File: src/rtl/key_token_sequencer.sv
// key_token_sequencer: turns single-cycle key pulses into a token stream
// (NUM, LPAREN, RPAREN, MINUS, END) with a valid/ready consumer interface.
// Optional build macro KEY_TOKEN_FIFO_EN: 4-entry token FIFO instead of the
// default single-entry output register.
module key_token_sequencer #(
  parameter int NUM_W = 16
) (
  input  logic             clock,
  input  logic             reset,
  input  logic [9:0]       key_digit,
  input  logic             key_lbracket,
  input  logic             key_rbracket,
  input  logic             key_minus,
  input  logic             key_space,
  input  logic             key_enter,
  output logic             tok_valid,
  output logic [2:0]       tok_type,
  output logic [NUM_W-1:0] tok_value,
  input  logic             tok_ready,
  output logic             num_ovf,
  output logic             key_drop
);

  typedef enum logic [1:0] {IDLE, ACCUM, PEND} state_e;
  typedef enum logic [2:0] {
    TOK_NUM = 3'd0, TOK_LPAREN = 3'd1, TOK_RPAREN = 3'd2,
    TOK_MINUS = 3'd3, TOK_END = 3'd4
  } tok_e;
  typedef enum logic [2:0] {
    EV_NONE, EV_ENTER, EV_RBRACKET, EV_LBRACKET, EV_MINUS, EV_DIGIT, EV_SPACE
  } event_e;

  state_e           state, state_next;
  tok_e             pend_type, pend_next;
  logic [NUM_W-1:0] acc, acc_next;

  event_e           ev;
  logic [3:0]       digit_val;
  logic             any_key;
  logic             is_delim;
  tok_e             delim_tok;
  logic [NUM_W+3:0] prod;

  logic             push;
  tok_e             push_type;
  logic [NUM_W-1:0] push_value;
  logic             ovf_set;
  logic             drop_key;

  logic             full;
  logic             pop;
  logic             push_ok;
  logic             drop_full;
  logic             head_valid;
  logic [2:0]       head_type;
  logic [NUM_W-1:0] head_value;

  // Priority arbitration of simultaneous key pulses into a single event.
  always_comb begin
    ev        = EV_NONE;
    digit_val = '0;
    any_key   = (|key_digit) | key_lbracket | key_rbracket | key_minus |
                key_space | key_enter;
    for (int unsigned i = 10; i > 0; i--) begin
      if (key_digit[i-1]) digit_val = 4'(i - 1);
    end
    if (key_enter)           ev = EV_ENTER;
    else if (key_rbracket)   ev = EV_RBRACKET;
    else if (key_lbracket)   ev = EV_LBRACKET;
    else if (key_minus)      ev = EV_MINUS;
    else if (|key_digit)     ev = EV_DIGIT;
    else if (key_space)      ev = EV_SPACE;
  end

  // Map the winning delimiter event to its token type.
  always_comb begin
    is_delim  = 1'b1;
    delim_tok = TOK_END;
    case (ev)
      EV_ENTER:    delim_tok = TOK_END;
      EV_RBRACKET: delim_tok = TOK_RPAREN;
      EV_LBRACKET: delim_tok = TOK_LPAREN;
      EV_MINUS:    delim_tok = TOK_MINUS;
      default:     is_delim  = 1'b0;
    endcase
  end

  // Next-state, accumulator update and token push generation.
  always_comb begin
    state_next = state;
    acc_next   = acc;
    pend_next  = pend_type;
    push       = 1'b0;
    push_type  = TOK_NUM;
    push_value = '0;
    ovf_set    = 1'b0;
    drop_key   = 1'b0;
    prod       = ({4'b0000, acc} * (NUM_W+4)'(10)) + (NUM_W+4)'(digit_val);
    case (state)
      IDLE: begin
        if (ev == EV_DIGIT) begin
          acc_next   = NUM_W'(digit_val);
          state_next = ACCUM;
        end else if (is_delim) begin
          push      = 1'b1;
          push_type = delim_tok;
        end
      end
      ACCUM: begin
        if (ev == EV_DIGIT) begin
          acc_next = prod[NUM_W-1:0];
          ovf_set  = |prod[NUM_W+3:NUM_W];
        end else if (ev == EV_SPACE) begin
          push       = 1'b1;
          push_value = acc;
          state_next = IDLE;
        end else if (is_delim) begin
          push       = 1'b1;
          push_value = acc;
          pend_next  = delim_tok;
          state_next = PEND;
        end
      end
      PEND: begin
        push       = 1'b1;
        push_type  = pend_type;
        drop_key   = any_key;
        state_next = IDLE;
      end
      default: state_next = IDLE;
    endcase
  end

  assign pop       = head_valid & tok_ready;
  assign push_ok   = push & (~full | pop);
  assign drop_full = push & full & ~pop;

  // FSM state, accumulator, pending delimiter and sticky error flags.
  always_ff @(posedge clock) begin
    if (!reset) begin
      state     <= IDLE;
      acc       <= '0;
      pend_type <= TOK_NUM;
      num_ovf   <= 1'b0;
      key_drop  <= 1'b0;
    end else begin
      state     <= state_next;
      acc       <= acc_next;
      pend_type <= pend_next;
      if (ovf_set) num_ovf <= 1'b1;
      if (drop_key || drop_full) key_drop <= 1'b1;
    end
  end

`ifdef KEY_TOKEN_FIFO_EN
  logic [2:0]       type_mem  [4];
  logic [NUM_W-1:0] value_mem [4];
  logic [1:0]       wr_ptr, rd_ptr;
  logic [2:0]       count;

  assign full       = (count == 3'd4);
  assign head_valid = (count != 3'd0);
  assign head_type  = type_mem[rd_ptr];
  assign head_value = value_mem[rd_ptr];

  // Four-entry circular token FIFO; a write when full only happens alongside
  // a pop, so it lands in the slot being vacated.
  always_ff @(posedge clock) begin
    if (!reset) begin
      wr_ptr <= '0;
      rd_ptr <= '0;
      count  <= '0;
    end else begin
      if (push_ok) begin
        type_mem[wr_ptr]  <= push_type;
        value_mem[wr_ptr] <= push_value;
        wr_ptr            <= wr_ptr + 2'd1;
      end
      if (pop) rd_ptr <= rd_ptr + 2'd1;
      count <= count + 3'(push_ok) - 3'(pop);
    end
  end
`else
  logic             out_valid;
  logic [2:0]       out_type;
  logic [NUM_W-1:0] out_value;

  assign full       = out_valid;
  assign head_valid = out_valid;
  assign head_type  = out_type;
  assign head_value = out_value;

  // Single-entry output register; a push with a same-cycle pop replaces it.
  always_ff @(posedge clock) begin
    if (!reset) begin
      out_valid <= 1'b0;
      out_type  <= '0;
      out_value <= '0;
    end else if (push_ok) begin
      out_valid <= 1'b1;
      out_type  <= push_type;
      out_value <= push_value;
    end else if (pop) begin
      out_valid <= 1'b0;
    end
  end
`endif

  assign tok_valid = head_valid;
  assign tok_type  = head_valid ? head_type  : '0;
  assign tok_value = head_valid ? head_value : '0;

endmodule

File: config.mk
export PLATFORM = sky130hd
export DESIGN_NAME = key_token_sequencer
export DESIGN_NICKNAME = d
export VERILOG_FILES = /design/src/rtl/key_token_sequencer.sv
export SDC_FILE = /design/constraint.sdc
export NUM_CORES = 1
export LEC_CHECK = 0
export CAP_MARGIN = 15
export CORE_MARGIN = 2
export CORE_UTILIZATION = 30
export CTS_BUF_LIST = sky130_fd_sc_hd__clkbuf_4 sky130_fd_sc_hd__clkbuf_8
export DETAILED_ROUTE_END_ITERATION = 12
export GPL_TIMING_DRIVEN = 1
export PLACE_DENSITY = 0.48
export SETUP_SLACK_MARGIN = 0.2
export SLEW_MARGIN = 20
export SYNTH_ARGS = -nofsm -noshare
export SYNTH_HDL_FRONTEND = slang
export SYNTH_SLANG_ARGS = --single-unit
File: constraint.sdc
create_clock -name clock -period 3.4 [get_ports clock]
set_input_delay 0.34 -clock clock [delete_from_list [all_inputs] [get_ports clock]]
set_output_delay 0.34 -clock clock [all_outputs]
set_load 0.005 [all_outputs]
# == Word level (Yosys, flattened, before mapping) ==
# Index checks and enable logic that the tools add are counted.
# totals
ram_bits,0
n_memories,0
wordCells,91
mem_bits_ro,0
latch_bits,0
regBits,43
# classes
n_eq_ne,12
bitwise,14
reduce_logical,10
n_addsub,1
n_mux,45
order_cmp,0
n_div,0
shifts,0
multipliers,1
# ops
operator,count
16-bit 2-to-1 mux,7
4-bit 2-to-1 mux,10
16-bit case mux with 2 select lines,1
3-bit 2-to-1 mux,9
20-bit by 4-bit adder with 20-bit output,1
"16-bit by 3-bit multiplier with 19-bit output, second input constant",1
1-bit 2-to-1 mux,10
10-bit OR reduction,1
"3-bit == test, second input constant",3
3-bit case mux with 3 select lines,1
2-bit 2-to-1 mux,4
4-bit OR reduction,2
"3-bit by 2-bit == test with 1-bit output, second input constant",2
"2-bit inequality test, second input constant",3
1-bit bitwise OR,6
3-bit case mux with 2 select lines,1
3-bit AND reduction,2
1-bit bitwise AND,4
1-bit NOT,4
2-bit case mux with 2 select lines,1
4-bit AND reduction,1
2-bit nonzero test,2
"3-bit by 1-bit == test with 1-bit output, second input constant",1
"3-bit inequality test, second input constant",1
other kinds (5),5

# == Logic depth before layout (Yosys ltp) ==
# Gate-level depths: netlist (run 1).
# logic_depth
word_depth,16
mapped_depth,14
depth_no_buf,14

# == Least setup slack after synthesis (run 1) ==
# OpenSTA, ideal clock, no wires.
# synth_path
path_kind,reg-to-reg
from,register acc[1]
to,register acc[15]
stages_incl_launch_ff,12
setup_ps,120
arrival_ps,2717
setup_slack_ps,563
path_buffers,0
cell_sequence,dfxtp_1 > ha_1 > ha_1 > fa_1 > a21o_1 > a22o_1 > o41ai_2 > xor2_1 > nor2b_1 > and4_1 > o211ai_1 > a21boi_1
# synth_between
elab_chain_cells,4
# synth_rtl
item,line_no,text
from (decl),35,"logic [NUM_W-1:0] acc, acc_next;"
from (signal assigned),148,acc <= acc_next;
16-bit by 3-bit multiplier with 19-bit output,98,"prod = ({4'b0000, acc} * (NUM_W+4)'(10)) + (NUM_W+4)'(digit_val);"
20-bit by 4-bit adder with 20-bit output,98,
16-bit 2-to-1 mux,110,if (ev == EV_DIGIT) begin
16-bit case mux with 2 select lines,99,case (state)
# Every way passes these cells. The select of a mux whose other input is x is not followed.
# A chain may end at the register's enable or synchronous reset.

# == Final worst setup path (run 1) ==
# layout_path
from,register acc[2]
to,register num_ovf
# layout_between
elab_chain_cells,5
# layout_rtl
item,line_no,text
16-bit by 3-bit multiplier with 19-bit output,98,
20-bit by 4-bit adder with 20-bit output,98,
4-bit OR reduction,112,ovf_set = |prod[NUM_W+3:NUM_W];
1-bit 2-to-1 mux,110,
1-bit 2-to-1 mux,99,
to (signal assigned),144,num_ovf <= 1'b0;
to (signal assigned),150,if (ovf_set) num_ovf <= 1'b1;
to (decl),20,"output logic num_ovf,"
# Every way passes these cells.

==> results of run 1 <==
critical path, stage by stage, from the launching register on:
cell      delay, ns
dfxtp_1        0.36
ha_1           0.35
ha_1           0.33
a211oi_2       0.32
nor3_1         0.14
or3_1          0.43
a31oi_1        0.26
o211ai_1       0.21
nand4b_1       0.23
mux2i_1        0.17
a31oi_1        0.09
power by group through the flow:
stage / sequential, mW / combinational (mW) / clock (mW)
2_1_floorplan: 0.524 / 0.0599 / 0
3_3_place_gp: 0.528 / 0.0976 / 0
3_5_place_dp: 0.528 / 0.0982 / 0
4_1_cts: 0.516 / 0.0985 / 0.337
5_1_grt: 0.518 / 0.109 / 0.354
6_report: 0.516 / 0.0979 / 0.327
layout make-up:
class                           instances  area share, %
Clock buffer                            7           2.13
Clock inverter                          1          0.127
Inverter                               12           1.15
Multi-Input combinational cell        325           58.1
Sequential cell                        43           21.9
Tap cell                              136           4.33
Timing Repair Buffer                   51           12.2
kinds of logic (layout without fill, tap and decap cells):
logic type               count (synthesis)  after routing  share of synthesized area [%]
buffers and inverters                   32             71                           4.45
adder cells (fa/ha/maj)                 33             33                           13.2
multiplexers                             2              2                          0.619
AO/OA/AOI/OAI                          101            101                           22.5
AND/OR/NAND/NOR                        172            172                           28.0
XOR/XNOR                                17             17                           4.61
flip-flops                              43             43                           26.6
per-layer routing:
layer  track usage (%)  share of wire [%]
met5                 0                  0
met4              2.75               0.60
met3              1.15                2.8
met2              19.7                 44
met1              19.6                 53
per-stage QoR:
stage | worst slack (ns) | cell area (sq um) | cells
after floorplan | 0.563 | 3230 | 400
after global placement | 0.0388 | 3780 | 566
after detailed placement | 0.00345 | 3780 | 566
after CTS | 0.308 | 3860 | 574
after global routing | 0.195 | 3930 | 575
final | 0.402 | 3930 | 575
synth_stat cells (3+ instances only):
cell type	number
a211oi_1	4
a21boi_1	19
a21o_1	10
a21oi_1	21
a22oi_1	9
a31oi_1	4
and2_1	19
and3_1	4
buf_2	4
clkbuf_1	14
dfxtp_1	43
ha_1	31
inv_1	11
nand2_1	37
nand3_1	21
nand4_1	4
nor2_1	37
nor2b_1	11
nor3_1	17
nor3b_1	3
o211ai_1	3
o21ai_0	6
o21ai_1	4
or3_1	3
or4_1	3
xnor2_1	12
xor2_1	5
registers in the layout (all words and copies together) (netlist names):
name	count
acc	16
head_value	16
head_type	3
pend_type	3
state	2
key_drop	1
num_ovf	1
tok_valid	1
layout by cell type (no fill, tap or decap), types with 3 or more instances in the layout:
master,netlist,layout
a21boi_1,19,19
nand4_1,4,4
a211oi_1,4,4
dfxtp_1,43,42
nand2_1,37,37
or3_1,3,3
a21oi_1,21,21
ha_1,31,31
xnor2_1,12,11
inv_1,11,11
and2_1,19,19
clkdlybuf4s50_1,0,39
buf_4,0,12
nor3_1,17,15
clkbuf_8,0,5
o211ai_1,3,3
o21ai_0,6,6
a31oi_1,4,4
nor2_1,37,37
and3_1,4,4
a22oi_1,9,9
nand3_1,21,21
o21ai_1,4,4
xor2_1,5,5
a21o_1,10,10
nor2b_1,11,8
final timing paths:
check,startpoint,end,slack (ns),depth (start not counted)
min,head_value[2],head_value[2],0.45,2
max,acc[2],num_ovf,0.40,10
min reg2reg,head_value[2],head_value[2],0.45,2
max reg2reg,acc[2],num_ovf,0.40,10
what timing repair did:
item	CTS	global route
endpoints found under the setup margin	0	5
hold buffers	0	0
gates resized for setup	0	13
endpoints found under the hold margin	0	0
setup buffers	0	1
==> results.py, run 1 <==
metrics = {
    "global_routing": {
        "grt_pass1_vias": 2545,
        "overflow": 0,
        "grt_max_degree": 24,
        "grt_antenna_before_repair": 0,
        "grt_use_total_pct": 12.9,
        "grt_pass1_wl_mm": 12.5,
    },
    "synthesis": {
        "ys_types": 61,
        "yosys_warnings": 0,
        "synth_area_leaders": "dfxtp_1 (27%), ha_1 (12%), a21boi_1 (4.4%), nand2_1 (4.3%), nor2_1 (4.3%)",
        "synth-edff-count": 0,
        "synth_flop_cell": "dfxtp_1",
        "async_flop_share_pct": 0,
        "synth_nets": 451,
        "synth_top_area_cell": "dfxtp_1",
        "ys_seq_elements": 43,
        "ys_seq_area_share_pct": 26.6,
        "synth.avg_cell_area_sq_um": 8.08,
        "syn-cell-area_sq_um": 3230,
        "synth_top_area_share_pct": 26.6,
        "syn_inst": 400,
    },
    "clock_tree": {
        "tritoncts": "built",
        "clockBufferDepth": 2,
        "htree_levels": 2,
        "cts-root-buf": "clkbuf_8",
        "cts-buffers-inserted": 5,
        "clkTransAtPathRegs_ns": 0.08,
        "cts.sinks": 43,
        "clock_latency_ns": 0.29,
    },
    "timing": {
        "hold_ws_ns": 0.445,
        "worst_pin_slew_ns": 0.839,
        "slew_viol_final": 0,
        "tns_ns": 0,
        "period_minus_slack_ns": 3.00,
        "grt_setup_unrepaired": "true",
        "report.final.hold_viol_count": 0,
        "fmax_mhz": 334,
        "finalSetupViolations": 0,
        "slew_headroom_pct": 43.7,
        "timing.final.crit_share_pct": 88.2,
        "finalClockSkew_ns": 0.00542,
    },
    "floorplan": {
        "fp.dieH_um": 108,
        "num_rows": 37,
        "coreArea_sq_um": 10400,
        "fp.dieW_um": 108,
        "start_util_pct": 31.2,
        "io_pins": 40,
        "die_area_sq_um": 11600,
    },
    "setup_path": {
        "worstPathArrival_ns": 3.18,
        "cp-end-kind": "flip-flop",
        "path_class": "flip-flop to flip-flop",
        "cp-start-kind": "flip-flop",
        "cp_max_fo": 4,
        "crit_required_ns": 3.58,
    },
    "layout": {
        "syn_to_final_growth_pct": 21.6,
        "register_area_sq_um": 862,
        "multi_input_area_sq_um": 2280,
        "fin_util_pct": 37.9,
        "insertedDiodeCount": 0,
        "layout.nets": 489,
        "n_fill_cell": 1124,
        "drive_gt1_share_pct": 10.0,
    },
    "pwr": {
        "vdd_ir_drop_max_uv": 152,
        "pwr-share-comb_pct": 10.4,
        "p_leak_nw": 1.63,
        "seqPwrFrac_pct": 54.8,
        "p_clk_share_pct": 34.8,
        "p_switching_mw": 0.224,
        "swShare_pct": 23.8,
        "p_total_mw": 0.941,
        "p_per_area_nw_per_um2": 239,
        "internal_power_mw": 0.717,
    },
    "run": {
        "cap_violations": 0,
    },
    "detailed_routing": {
        "vias": 2846,
        "remaining_drc_errors": 0,
        "ant_nets": 0,
        "drt-total-wl_mm": 7.47,
        "first_pass_iters": 4,
        "viasPerCell": 4.95,
        "first_iter_violations": 68,
        "wl_per_cell_um": 13.0,
    },
    "status": {
        "status": "completed",
    },
    "placement": {
        "finalWeightedCongestion": 0.778,
        "dp_hpwl_mm": 5.99,
        "buffer_ports.inserted": 39,
    },
    "hold_path": {
        "hold_path.class": "flip-flop to flip-flop",
    },
}
(Power assumes the default switching activity.)
==> inputs of run 2 (changes only) <==
--- a/config.mk
+++ b/config.mk
@@ -12,7 +12,6 @@
 export DETAILED_ROUTE_END_ITERATION = 12
 export GPL_TIMING_DRIVEN = 1
 export PLACE_DENSITY = 0.48
-export SETUP_SLACK_MARGIN = 0.2
 export SLEW_MARGIN = 20
 export SYNTH_ARGS = -nofsm -noshare
 export SYNTH_HDL_FRONTEND = slang
==> results.py, run 2 (same netlist as run 1, synthesis figures left out) <==
metrics = {
    "global_routing": {
        "grt_pass1_vias": 2545,
        "grt_max_degree": 24,
        "grt_use_total_pct": 12.9,
        "grt_antenna_before_repair": 0,
        "overflow": 0,
        "grt_pass1_wl_mm": 12.5,
    },
    "clock_tree": {
        "ctsResizeCount": 0,
        "cts.sinks": 43,
        "clkTransAtPathRegs_ns": 0.08,
        "cts-root-buf": "clkbuf_8",
        "tritoncts": "built",
        "cts-buffers-inserted": 5,
        "post-cts-setup-buffers": 0,
        "cts_hold_buffers": 0,
        "htree_levels": 2,
        "clock_latency_ns": 0.29,
        "clockBufferDepth": 2,
    },
    "detailed_routing": {
        "viasPerCell": 4.94,
        "vias": 2834,
        "wl_per_cell_um": 12.9,
        "drt-total-wl_mm": 7.40,
        "first_pass_iters": 4,
        "remaining_drc_errors": 0,
        "first_iter_violations": 80,
        "ant_nets": 0,
    },
    "layout": {
        "design_area_sq_um": 3860,
        "fin_util_pct": 37.3,
        "insertedDiodeCount": 0,
        "final_common_cell": "dfxtp_1",
        "drive_gt1_share_pct": 7.31,
        "layout.nets": 488,
        "syn_to_final_growth_pct": 19.6,
        "final_cells": 574,
        "layout_common_cells": "dfxtp_1 (43), clkdlybuf4s50_1 (39), nor2_1 (37), nand2_1 (37), ha_1 (31)",
    },
    "pwr": {
        "p_total_mw": 0.939,
        "p_leak_nw": 1.59,
        "p_per_area_nw_per_um2": 243,
        "vdd_ir_drop_max_uv": 152,
    },
    "setup_path": {
        "cp_max_fo": 4,
        "path_class": "input pin to flip-flop",
        "cp-end-kind": "flip-flop",
        "slowest_delay_ns": 0.57,
        "cp-start-kind": "input pin",
        "cp_slowest_cell": "or4_1",
        "crit_required_ns": 3.58,
        "worstPathArrival_ns": 3.26,
        "crit_chain": "clkdlybuf4s50_1, or4_1, nor2b_1, ha_1, a21o_1, a21oi_1, nor3b_1, nand4_1, nor3_2, nand4b_1, mux2i_1, a31oi_1",
    },
    "placement": {
        "dp_hpwl_mm": 5.99,
        "placed_area_sq_um": 3780,
        "post-place-ws_ns": 0.00345,
        "finalWeightedCongestion": 0.778,
        "buffer_ports.inserted": 39,
        "dp.cells": 566,
    },
    "floorplan": {
        "start_util_pct": 31.2,
        "die_area_sq_um": 11600,
        "io_pins": 40,
        "fp.dieH_um": 108,
        "fp.dieW_um": 108,
        "coreArea_sq_um": 10400,
        "num_rows": 37,
    },
    "timing": {
        "hold_ws_ns": 0.445,
        "tns_ns": 0,
        "grt_setup_unrepaired": "false",
        "finalClockSkew_ns": 0.00562,
        "worst_pin_slew_ns": 0.836,
        "timing.final.crit_share_pct": 90.6,
        "setup_ws_ns": 0.319,
        "slew_viol_final": 0,
        "period_minus_slack_ns": 3.08,
        "report.final.hold_viol_count": 0,
        "finalSetupViolations": 0,
        "slew_headroom_pct": 43.8,
        "fmax_mhz": 325,
    },
    "hold_path": {
        "hold_path.class": "flip-flop to flip-flop",
    },
    "run": {
        "cap_violations": 0,
    },
    "status": {
        "status": "completed",
    },
}
## run 2: cell types whose count changed in the layout (fill, tap and decap cells not counted), sizes merged
cell | previous run | this run
buf | 12 | 11
## run 2: area by class of cell
type | count | area [sq um]
fillers | 1126 | 6500
clock inverters | 1 | 5.00
repair buffers | 50 | 473
inverters | 12 | 45.0
flip-flops and latches | 43 | 861
clock buffers | 7 | 83.8
well taps | 136 | 170
multi-input cells | 325 | 2230
## run 2: power breakdown
part | switching, mW | internal (mW)
Clock | 0.166 | 0.160
Sequential | 0.00702 | 0.509
Combinational | 0.0495 | 0.0477
## run 2: per-layer routing
layer | track usage (%) | part of all wire [%] | vias up
met5 | 0 | 0 | -
met4 | 2.75 | 0.89 | 0
met1 | 19.6 | 53 | 1270
met3 | 1.15 | 2.5 | 5
li1 | - | - | 1519
met2 | 19.7 | 43 | 40
## run 2: path summary, 6_finish.rpt
kind	start	endpoint	slack (ns)	cells after the start
max reg2reg	acc[4]	num_ovf	0.36	10
min reg2reg	head_value[2]	head_value[2]	0.45	2
max	key_digit[4]	num_ovf	0.32	12
min	head_value[2]	head_value[2]	0.45	2
## run 2: worst max-delay path, delay by kind of cell
kind,cells,cell delay [ns]
mux,1,0.17
compound gates,3,0.28
fa+ha+maj,1,0.28
buf+inv,1,0.43
simple gates,6,1.77
==> inputs of run 3 (changes only) <==
--- a/config.mk
+++ b/config.mk
@@ -5,6 +5,7 @@
 export SDC_FILE = /design/constraint.sdc
 export NUM_CORES = 1
 export LEC_CHECK = 0
+export ABC_CLOCK_PERIOD_IN_PS = 3400
 export CAP_MARGIN = 15
 export CORE_MARGIN = 2
 export CORE_UTILIZATION = 30
==> results of run 3 <==
The final DEF is identical to that of run 2; final timing and power are the same.
